$ cat src/rtl/switch_port_gen2_if.sv
// Bundle of link ingress/egress, arbiter and fabric signals for one switch port.
// slave is the port's view; master is the environment driving it.
interface switch_port_gen2_if #(
    parameter int unsigned N_PORTS    = 4,
    parameter int unsigned DATA_W     = 8,
    parameter int unsigned FIFO_DEPTH = 16
);
    localparam int unsigned PKT_W = 2 * N_PORTS + DATA_W;
    localparam int unsigned AW    = $clog2(FIFO_DEPTH);

    logic               valid_in;
    logic               ready_in;
    logic [N_PORTS-1:0] source_in;
    logic [N_PORTS-1:0] target_in;
    logic [DATA_W-1:0]  data_in;

    logic               valid_out;
    logic               ready_out;
    logic [N_PORTS-1:0] source_out;
    logic [N_PORTS-1:0] target_out;
    logic [DATA_W-1:0]  data_out;
    logic               tx_done;

    logic               request;
    logic [N_PORTS-1:0] request_target;
    logic [PKT_W-1:0]   request_data;
    logic               grant;

    logic               internal_valid;
    logic               internal_ready;
    logic [PKT_W-1:0]   internal_data;

    logic [AW:0]        fifo_count;
    logic [15:0]        drop_count;

    modport master (
        output valid_in, source_in, target_in, data_in, ready_out, grant,
               internal_valid, internal_data,
        input  ready_in, valid_out, source_out, target_out, data_out, tx_done,
               request, request_target, request_data, internal_ready,
               fifo_count, drop_count
    );

    modport slave (
        input  valid_in, source_in, target_in, data_in, ready_out, grant,
               internal_valid, internal_data,
        output ready_in, valid_out, source_out, target_out, data_out, tx_done,
               request, request_target, request_data, internal_ready,
               fifo_count, drop_count
    );
endinterface

$ cat src/rtl/switch_port_gen2.sv
// Switch port: legality-checked ingress FIFO presented to the arbiter, plus a
// valid/ready egress register fed from the fabric.
module switch_port_gen2 #(
    parameter int unsigned N_PORTS      = 4,
    parameter int unsigned DATA_W       = 8,
    parameter int unsigned FIFO_DEPTH   = 16,
    parameter int unsigned PORT_ID      = 0,
    parameter bit          BACKPRESSURE = 1'b1
) (
    input logic               i_clk,
    input logic               i_rst_n,
    switch_port_gen2_if.slave port_if
);
    localparam int unsigned PKT_W = 2 * N_PORTS + DATA_W;
    localparam int unsigned AW    = $clog2(FIFO_DEPTH);
    localparam logic [AW:0]        DepthCnt = (AW + 1)'(FIFO_DEPTH);
    localparam logic [N_PORTS-1:0] OwnBit   = N_PORTS'(1) << PORT_ID;

    logic [PKT_W-1:0] r_mem [FIFO_DEPTH];
    logic [AW-1:0]    r_wr_ptr;
    logic [AW-1:0]    r_rd_ptr;
    logic [AW:0]      r_count;
    logic [15:0]      r_drop_cnt;
    logic             r_valid_out;
    logic             r_tx_done;
    logic [PKT_W-1:0] r_out_pkt;

    logic             w_full;
    logic             w_empty;
    logic             w_src_onehot;
    logic             w_legal;
    logic             w_ready_in;
    logic             w_accept;
    logic             w_push;
    logic             w_drop;
    logic             w_pop;
    logic             w_internal_ready;
    logic [PKT_W-1:0] w_head;

    assign w_full  = (r_count == DepthCnt);
    assign w_empty = (r_count == '0);

    assign w_src_onehot = (port_if.source_in != '0) &&
                          ((port_if.source_in & (port_if.source_in - N_PORTS'(1))) == '0);
    assign w_legal = w_src_onehot && (port_if.source_in == OwnBit) &&
                     (port_if.target_in != '0) &&
                     ((port_if.target_in & port_if.source_in) == '0);

    assign w_ready_in = BACKPRESSURE ? !w_full : 1'b1;
    assign w_accept   = port_if.valid_in && w_ready_in;
    // A full FIFO drops even if grant frees a slot this cycle: no bypass path.
    assign w_push     = w_accept && w_legal && !w_full;
    assign w_drop     = w_accept && !w_push;
    assign w_pop      = port_if.grant && !w_empty;

    assign w_internal_ready = !r_valid_out || port_if.ready_out;
    assign w_head           = w_empty ? '0 : r_mem[r_rd_ptr];

    always_ff @(posedge i_clk) begin
        if (i_rst_n && w_push) begin
            r_mem[r_wr_ptr] <= {port_if.source_in, port_if.target_in, port_if.data_in};
        end
    end

    always_ff @(posedge i_clk) begin
        if (!i_rst_n) begin
            r_wr_ptr    <= '0;
            r_rd_ptr    <= '0;
            r_count     <= '0;
            r_drop_cnt  <= '0;
            r_valid_out <= 1'b0;
            r_tx_done   <= 1'b0;
            r_out_pkt   <= '0;
        end else begin
            if (w_push) begin
                r_wr_ptr <= r_wr_ptr + 1'b1;
            end
            if (w_pop) begin
                r_rd_ptr <= r_rd_ptr + 1'b1;
            end
            unique case ({w_push, w_pop})
                2'b10:   r_count <= r_count + 1'b1;
                2'b01:   r_count <= r_count - 1'b1;
                default: r_count <= r_count;
            endcase
            if (w_drop && (r_drop_cnt != 16'hFFFF)) begin
                r_drop_cnt <= r_drop_cnt + 16'd1;
            end

            r_tx_done <= r_valid_out && port_if.ready_out;
            if (port_if.internal_valid && w_internal_ready) begin
                r_valid_out <= 1'b1;
                r_out_pkt   <= port_if.internal_data;
            end else if (port_if.ready_out) begin
                r_valid_out <= 1'b0;
            end
        end
    end

    assign port_if.ready_in       = w_ready_in;
    assign port_if.request        = !w_empty;
    assign port_if.request_data   = w_head;
    assign port_if.request_target = w_head[DATA_W +: N_PORTS];
    assign port_if.internal_ready = w_internal_ready;
    assign port_if.valid_out      = r_valid_out;
    assign port_if.source_out     = r_out_pkt[DATA_W + N_PORTS +: N_PORTS];
    assign port_if.target_out     = r_out_pkt[DATA_W +: N_PORTS];
    assign port_if.data_out       = r_out_pkt[DATA_W-1:0];
    assign port_if.tx_done        = r_tx_done;
    assign port_if.fifo_count     = r_count;
    assign port_if.drop_count     = r_drop_cnt;
endmodule

$ cat src/flat_wrapper.sv
// flat-port wrapper written by rule: the top's interface ports become plain ports
module switch_port_gen2_flat 
#(
    parameter int unsigned N_PORTS      = 4,
    parameter int unsigned DATA_W       = 8,
    parameter int unsigned FIFO_DEPTH   = 16,
    parameter int unsigned PORT_ID      = 0,
    parameter bit          BACKPRESSURE = 1'b1
)
  (i_clk, i_rst_n, port_if_valid_in, port_if_source_in, port_if_target_in, port_if_data_in, port_if_ready_out, port_if_grant, port_if_internal_valid, port_if_internal_data, port_if_ready_in, port_if_valid_out, port_if_source_out, port_if_target_out, port_if_data_out, port_if_tx_done, port_if_request, port_if_request_target, port_if_request_data, port_if_internal_ready, port_if_fifo_count, port_if_drop_count);
  switch_port_gen2_if #(.N_PORTS(N_PORTS), .DATA_W(DATA_W), .FIFO_DEPTH(FIFO_DEPTH)) port_if_i ();
  input logic i_clk;
  input logic i_rst_n;
  input wire logic [$bits(port_if_i.valid_in)-1:0] port_if_valid_in;
  input wire logic [$bits(port_if_i.source_in)-1:0] port_if_source_in;
  input wire logic [$bits(port_if_i.target_in)-1:0] port_if_target_in;
  input wire logic [$bits(port_if_i.data_in)-1:0] port_if_data_in;
  input wire logic [$bits(port_if_i.ready_out)-1:0] port_if_ready_out;
  input wire logic [$bits(port_if_i.grant)-1:0] port_if_grant;
  input wire logic [$bits(port_if_i.internal_valid)-1:0] port_if_internal_valid;
  input wire logic [$bits(port_if_i.internal_data)-1:0] port_if_internal_data;
  output wire logic [$bits(port_if_i.ready_in)-1:0] port_if_ready_in;
  output wire logic [$bits(port_if_i.valid_out)-1:0] port_if_valid_out;
  output wire logic [$bits(port_if_i.source_out)-1:0] port_if_source_out;
  output wire logic [$bits(port_if_i.target_out)-1:0] port_if_target_out;
  output wire logic [$bits(port_if_i.data_out)-1:0] port_if_data_out;
  output wire logic [$bits(port_if_i.tx_done)-1:0] port_if_tx_done;
  output wire logic [$bits(port_if_i.request)-1:0] port_if_request;
  output wire logic [$bits(port_if_i.request_target)-1:0] port_if_request_target;
  output wire logic [$bits(port_if_i.request_data)-1:0] port_if_request_data;
  output wire logic [$bits(port_if_i.internal_ready)-1:0] port_if_internal_ready;
  output wire logic [$bits(port_if_i.fifo_count)-1:0] port_if_fifo_count;
  output wire logic [$bits(port_if_i.drop_count)-1:0] port_if_drop_count;
  assign port_if_i.valid_in = port_if_valid_in;
  assign port_if_i.source_in = port_if_source_in;
  assign port_if_i.target_in = port_if_target_in;
  assign port_if_i.data_in = port_if_data_in;
  assign port_if_i.ready_out = port_if_ready_out;
  assign port_if_i.grant = port_if_grant;
  assign port_if_i.internal_valid = port_if_internal_valid;
  assign port_if_i.internal_data = port_if_internal_data;
  assign port_if_ready_in = port_if_i.ready_in;
  assign port_if_valid_out = port_if_i.valid_out;
  assign port_if_source_out = port_if_i.source_out;
  assign port_if_target_out = port_if_i.target_out;
  assign port_if_data_out = port_if_i.data_out;
  assign port_if_tx_done = port_if_i.tx_done;
  assign port_if_request = port_if_i.request;
  assign port_if_request_target = port_if_i.request_target;
  assign port_if_request_data = port_if_i.request_data;
  assign port_if_internal_ready = port_if_i.internal_ready;
  assign port_if_fifo_count = port_if_i.fifo_count;
  assign port_if_drop_count = port_if_i.drop_count;
  switch_port_gen2 #(.N_PORTS(N_PORTS), .DATA_W(DATA_W), .FIFO_DEPTH(FIFO_DEPTH), .PORT_ID(PORT_ID), .BACKPRESSURE(BACKPRESSURE)) u_core (.i_clk(i_clk), .i_rst_n(i_rst_n), .port_if(port_if_i));
endmodule
$ cat config.mk
export PLATFORM = sky130hd
export DESIGN_NAME = switch_port_gen2_flat
export DESIGN_NICKNAME = d
export VERILOG_FILES = /design/src/rtl/switch_port_gen2_if.sv /design/src/rtl/switch_port_gen2.sv /design/src/flat_wrapper.sv
export SDC_FILE = /design/constraint.sdc
export NUM_CORES = 1
export LEC_CHECK = 0
export ABC_CLOCK_PERIOD_IN_PS = 5400
export BUFFER_PORTS_ARGS = -buffer_cell sky130_fd_sc_hd__buf_2
export CORE_MARGIN = 8
export CORE_UTILIZATION = 35
export DETAILED_ROUTE_END_ITERATION = 10
export SETUP_SLACK_MARGIN = 0.05
export SYNTH_ARGS = -nofsm -noshare
export SYNTH_HDL_FRONTEND = slang
export SYNTH_SLANG_ARGS = --single-unit
$ cat constraint.sdc
create_clock -name i_clk -period 5.4 [get_ports i_clk]
set_clock_uncertainty 0.05 [all_clocks]
set_input_delay 1.08 -clock i_clk [delete_from_list [all_inputs] [get_ports i_clk]]
set_output_delay 1.08 -clock i_clk [all_outputs]
set_load 0.02 [all_outputs]
==> flow_summary.yaml, run 1 <==
route:
  firstDrtPassIters: 5
  vias: 6553
  wl_per_cell_um: 21.1
  routed_via_density: 5.13
  drtIter0Drc: 438
  drc: 0
  drt-total-wl_um: 27000
  postRouteAntennaNets: 0
clock_tree:
  cts_sinks: 307
  post_cts_buffers: 0
  clk_pin_slew_ps: 60
  cts-resized-gates: 0
  cts_buffers: 30
  root_buffer: "clkbuf_16"
  clkLatencyLatePin_ps: 560
  clk_path_buf_depth: 3
  holdBufCountCts: 0
  cts_tree: "built"
  cts_max_level: 1
place:
  dpl.hpwl_um: 16700
  portBuffers: 99
  place_ws_ps: 1150
  place.gp.congestion: 0.766
logic_synthesis:
  synth_common_cells: "edfxtp_1 (256), mux4_2 (64), dfxtp_1 (51), nand2_1 (45), mux2i_1 (36)"
  synth_cell_types: 45
  synth_top_family_by_area: "multiplexers"
  yosysMostFrequentCell: "edfxtp_1"
  synth-simple-area-share_pct: 5.50
  synthMuxAreaShare_pct: 14.9
  synth-edff-count: 256
  ys_seq_area_share_pct: 72.1
  synth_warnings: 0
  synth_top_area_cell: "edfxtp_1"
  async_flop_share_pct: 0
  netlist_instances: 686
  synth_seq_cells: 307
  synth_area_leaders: "edfxtp_1 (64%), mux4_2 (12%), dfxtp_1 (8.5%)"
  netlist_area_mm2: 0.0121
  syn-num-nets: 735
  yosys.area_share.xor_xnor_pct: 0.871
  synth_top_area_share_pct: 63.7
  synth-compound-area-share_pct: 3.45
  yosys.area_share.adder_pct: 1.20
  synth_flop_cell: "edfxtp_1"
  syn_avg_cell_area_um2: 17.6
floorplanning:
  dieArea_mm2: 0.0407
  die_w_um: 202
  rows: 68
  fp.dieH_um: 202
  start_util_pct: 35.2
  coreArea_mm2: 0.0343
  io_pins: 100
critical_path:
  path_class: "reg -> out"
  crit_required_ps: 4270
  end_kind: "primary output"
  reg2reg_depth: 11
  worstPathMaxFanout: 16
  rrSetupSlack_ps: 2310
  arrival_ps: 3010
  r2r-end: "u_core.port_if.fifo_count[4]"
  reg2reg_from: "u_core.port_if.fifo_count[0]"
  cp-start-kind: "register"
timing:
  period_needed_ps: 4140
  final.period_utilization_pct: 76.7
  maxSlewViolCount: 0
  fmax_mhz: 241
  worst_slack_ps: 1260
  worst_slew_pin_slew_ps: 1100
  rsz0062_at_grt: "false"
  maxSlewHeadroom_pct: 26.3
  hold_violations: 0
  setup-violations-final: 0
  tns_ps: 0
power:
  clockPowerShare_pct: 45.1
  internal_power_mw: 3.97
  combinationalPowerShare_pct: 2.9
  netSwitchingFraction_pct: 20.0
  seq_power_share_pct: 52.0
  leakagePower_nw: 4.66
  p_sw_uw: 993
  p_per_area_mw_per_mm2: 349
  irDropWorstVdd_v: 0.000264
global_routing:
  grt_pass1_vias: 6884
  antenna_found_initial: 2
  grt_usage_pct: 13.0
  grt_max_degree: 65
  overflow: 0
  grt_pass1_wl_um: 41400
hold_path:
  hold_path_end: "u_core.r_out_pkt[10]"
  hold_class: "reg -> reg"
  hp-start: "u_core.r_out_pkt[10]"
  min_path_cells: 2
run_status:
  status: "completed"
finish:
  multi_input_area_mm2: 0.00318
  fill_cells: 3112
  synthToLayoutAreaGrowth_pct: 17.8
  drive_gt1_share_pct: 30.2
  seq_area_mm2: 0.00872
  nets: 845
job:
  cap_violations: 0
==> routing by layer <==
layer  global-route usage (%)  vias to the layer above  wire length [µm]
met3                     3.44                       42              1940
met1                     17.9                     3353             12300
met2                     20.2                      217             12200
li1                         -                     2941                 -
met5                        0                        -                 0
met4                     3.00                        0               516
==> area by class of cell <==
class	instances	share of cell area, %
Sequential cell	307	61.3
Tap cell	455	4.00
Antenna cell	2	0.0352
Timing Repair Buffer	117	4.52
Clock buffer	33	5.36
Inverter	9	0.238
Multi-Input combinational cell	331	22.4
Clock inverter	23	2.17
==> worst max-delay path, cell delays in order (launching register included) <==
cell and delay (ps):
dfxtp_1 390, nor4_2 510, nand2_1 210, nand2b_1 710, o22ai_1 350, buf_2 270
==> cells in the final DEF, fill, tap and decap left out, drive strengths merged, types with 9 or more instances in the layout <==
cell and instances:
dfxtp 51, nand3 17, clkinv 16, edfxtp 256, buf 117, o22ai 16
o21ai 9, mux4 64, clkbuf 33, a21oi 32, mux2i 36, nand2 45
nor2 31, or3 9, ha 10
==> kinds of logic (layout without fill, tap and decap cells) <==
kind of cell	count (synthesis)	count (layout)
AO/OA/AOI/OAI	70	70
XOR/XNOR	12	12
adder cells (fa/ha/maj)	11	11
buffers and inverters	48	182
flip-flops	307	307
multiplexers	100	100
other	0	2
AND/OR/NAND/NOR	138	138
==> how the worst max path moves through the flow <==
stage | from | endpoint | slack [ps] | depth (start not counted)
after detailed placement | port_if_source_in[3] | u_core.port_if.fifo_count[4] | 1150 | 12
after global routing | u_core.port_if.fifo_count[0] | port_if_request_data[14] | 1060 | 5
after global placement | port_if_source_in[1] | u_core.port_if.fifo_count[4] | 1200 | 12
final | u_core.port_if.fifo_count[0] | port_if_request_data[14] | 1260 | 5
after CTS | register | port_if_request_data[9] | 1200 | 5
after floorplan | port_if_source_in[1] | u_core.r_mem[3][0] | 1690 | 5
==> through the flow <==
step	utilization [%]	cell area (µm²)	hold slack, ps	power, mW	std cells
finish	41.5	14200	401	4.97	1277
global route	41.5	14200	418	5.11	1275
CTS	41.5	14200	403	5.01	1275
detailed placement	38.3	13100	394	2.78	1219
global placement	38.3	13100	389	2.78	1219
floorplan	-	12100	435	2.71	686
==> flip-flops by register name, summed over array words and instances, names as in the netlist, named ones only <==
signal and count:
u_core.r_wr_ptr 4, u_core.port_if.drop_count 16, u_core.r_mem 256, u_core.r_out_pkt 16, u_core.r_rd_ptr 4, u_core.port_if.fifo_count 5, u_core.port_if.tx_done 1, u_core.port_if.valid_out 1
==> power by group through the flow <==
stage | combinational [mW] | clock (mW) | sequential (mW)
after floorplan | 0.0723 | 0 | 2.64
after global placement | 0.146 | 0 | 2.63
after detailed placement | 0.148 | 0 | 2.63
after CTS | 0.148 | 2.28 | 2.58
after global routing | 0.160 | 2.36 | 2.58
final | 0.146 | 2.24 | 2.58
No activity file was read; power rests on OpenSTA's default activity.
==> inputs of run 2 (changes only) <==
Settings changed: ABC_AREA set to 1, ABC_CLOCK_PERIOD_IN_PS 5400 to 3750.
Clock period 5.4 ns to 3.75 ns, I/O delays scaled along.
==> run 2 against run 1 <==
Largest cell class unchanged. Critical endpoint is now port_if_request_data[10]. Routed wire length is 25% higher. Synthesized cell count is 79% higher. Via count is 41% higher. Sequential share of layout area is 3.9 points lower. Power is 100% higher. Clock power is 55% higher. First-iteration DRC count is 57% higher. Global-route usage is 2.4 points higher. Flip-flop and latch count stayed put. Critical path depth is 3 higher. Area after synthesis is 6.5% higher.
==> flow_summary.yaml, run 2 <==
critical_path:
  cpPeakStageDelay_ps: 460
  cp_num_buf_inv: 2
  crit_required_ps: 2950
  path_common_cell: "nand2_1"
  end_kind: "primary output"
  cp_slowest_cell: "buf_12"
  arrival_ps: 2570
  cp-start-kind: "register"
  worstPathMaxFanout: 128
  path_class: "reg -> out"
  cpLargestDelayFamily: "buffers and inverters"
  crit_chain: "buf_12 -> nand2_1 -> nand3_1 -> nand3_1 -> nand2_1 -> nand2_1 -> a21oi_1 -> buf_2"
floorplanning:
  die_w_um: 208
  coreArea_mm2: 0.0363
  dieArea_mm2: 0.0431
  rows: 70
  fp.dieH_um: 208
  io_pins: 100
  start_util_pct: 35.4
power:
  clockPowerShare_pct: 34.4
  p_sw_mw: 3.42
  internal_power_mw: 6.67
  p_total_mw: 10.1
  seq_power_share_pct: 38.0
  combinationalPowerShare_pct: 27.6
  netSwitchingFraction_pct: 33.9
  leakagePower_nw: 5.75
  p_per_area_mw_per_mm2: 665
  irDropWorstVdd_v: 0.000355
route:
  drtIter0Drc: 687
  vias: 9223
  drt-total-wl_um: 33800
  wl_per_cell_um: 18.4
  routed_via_density: 5.03
  firstDrtPassIters: 5
  postRouteAntennaNets: 0
  drc: 0
logic_synthesis:
  synth_top_area_share_pct: 59.8
  syn-num-nets: 1277
  synth_seq_cells: 307
  syn_avg_cell_area_um2: 10.5
  synth_area_leaders: "edfxtp_1 (60%), nand2_1 (12%), nand3_1 (8.3%)"
  synth_top_area_cell: "edfxtp_1"
  netlist_instances: 1228
  ys_seq_area_share_pct: 67.8
  yosysMostFrequentCell: "nand2_1"
  synth_warnings: 0
  synth-edff-count: 256
  synth_cell_types: 30
  netlist_area_mm2: 0.0128
  synth_flop_cell: "edfxtp_1"
  synth_common_cells: "nand2_1 (408), edfxtp_1 (256), nand3_1 (214), nor2_1 (86), dfxtp_1 (51)"
  async_flop_share_pct: 0
global_routing:
  overflow: 0
  busiest_layer: "met2"
  grt_usage_pct: 15.4
  use_met2_pct: 23.7
  antenna_found_initial: 1
  use_met3_pct: 3.53
  grt_use_met1_pct: 21.6
  grt_max_degree: 129
  grt_pass1_wl_um: 52800
  grt_pass1_vias: 8947
clock_tree:
  cts_max_level: 2
  cts_tree: "built"
  holdBufCountCts: 0
  cts_sinks: 307
  post_cts_buffers: 0
  cts-resized-gates: 0
  cts_buffers: 35
  clk_path_buf_depth: 3
  clk_pin_slew_ps: 60
  clkLatencyLatePin_ps: 500
  root_buffer: "clkbuf_16"
timing:
  hold_violations: 0
  hold_ws_ps: 412
  fmax_mhz: 297
  period_needed_ps: 3370
  setup-violations-final: 0
  maxSlewHeadroom_pct: 47.1
  tns_ps: 0
  maxSlewViolCount: 0
  final.period_utilization_pct: 89.8
  worst_slew_pin_slew_ps: 794
  rsz0062_at_grt: "false"
  worst_slack_ps: 383
finish:
  multi_input_area_mm2: 0.00374
  layout_commonest_cell: "nand2_1"
  seq_area_mm2: 0.00871
  synthToLayoutAreaGrowth_pct: 18.2
  nets: 1389
  top_register: "u_core.r_mem"
  final_cell_mix: "nand2_1 (408), edfxtp_1 (256), nand3_1 (214)"
  drive_gt1_share_pct: 16.4
  design_area_mm2: 0.0152
  n_antenna_cell: 0
  largest_reg_flops: 256
  fill_cells: 3480
run_status:
  status: "completed"
place:
  place.gp.congestion: 0.796
  portBuffers: 99
  placed_cell_area_mm2: 0.0140
  dpl.hpwl_um: 20100
  place_ws_ps: 464
hold_path:
  hold_class: "reg -> reg"
job:
  cap_violations: 0
run 2: changes by cell type in the layout (fill, tap and decap cells not counted), sizes merged, moves of 7 or more:
cell / previous run / this run
nand2: 45 / 411
buf: 117 / 139
nand3: 17 / 215
nor2: 31 / 92
or3: 9 / 0
inv: 8 / 35
o21ai: 9 / 30
a21oi: 32 / 42
clkbuf: 33 / 40
o22ai: 16 / 0
mux2i: 36 / 0
mux4: 64 / 0
run 2: final timing paths:
kind / from / end / slack, ps / depth (start not counted)
hold / removal: u_core.port_if.valid_out / u_core.port_if.tx_done / 410 / 2
setup / recovery: register / port_if_request_data[10] / 380 / 8
hold reg to reg: u_core.port_if.valid_out / u_core.port_if.tx_done / 410 / 2
setup reg to reg: u_core.port_if.fifo_count[1] / u_core.port_if.fifo_count[4] / 1060 / 13
run 2: power by group through the flow:
stage               sequential [mW]  clock, mW  combinational [mW]
floorplan                      3.92          0                1.89
global placement               3.90          0                2.78
detailed placement             3.91          0                2.79
CTS                            3.83       3.54                2.80
global route                   3.84       3.69                3.12
finish                         3.83       3.48                2.78
run 2: layer usage:
| layer | vias up | routed length (µm) |
|---|---|---|
| li1 | 4437 | - |
| met1 | 4422 | 15300 |
| met2 | 308 | 15100 |
| met3 | 54 | 2630 |
| met4 | 2 | 732 |
| met5 | - | 8 |
run 2: cell families after synthesis:
kind of cell	count (synthesis)	synth area share, %
AO/OA/AOI/OAI	73	2.95
XOR/XNOR	8	0.545
AND/OR/NAND/NOR	729	24.1
buffers and inverters	100	3.46
adder cells (fa/ha/maj)	11	1.13
flip-flops	307	67.8
run 2: layout make-up:
cell class                      count  area share (%)
Clock buffer                       40            6.03
Tap cell                          468            3.86
Inverter                           36           0.898
Multi-Input combinational cell    821            24.6
Timing Repair Buffer              139            5.49
Clock inverter                     24            1.71
Sequential cell                   307            57.4
run 2: worst min-delay path: stages, from the launching register on:
cell and delay, ps:
dfxtp_1 330, nand2_1 60, nor2_1 30
run 2: per-stage QoR:
stage	std cells	util (%)
floorplan	1228	-
global placement	1771	38.5
detailed placement	1771	38.5
CTS	1835	41.8
global route	1835	41.8
finish	1835	41.8
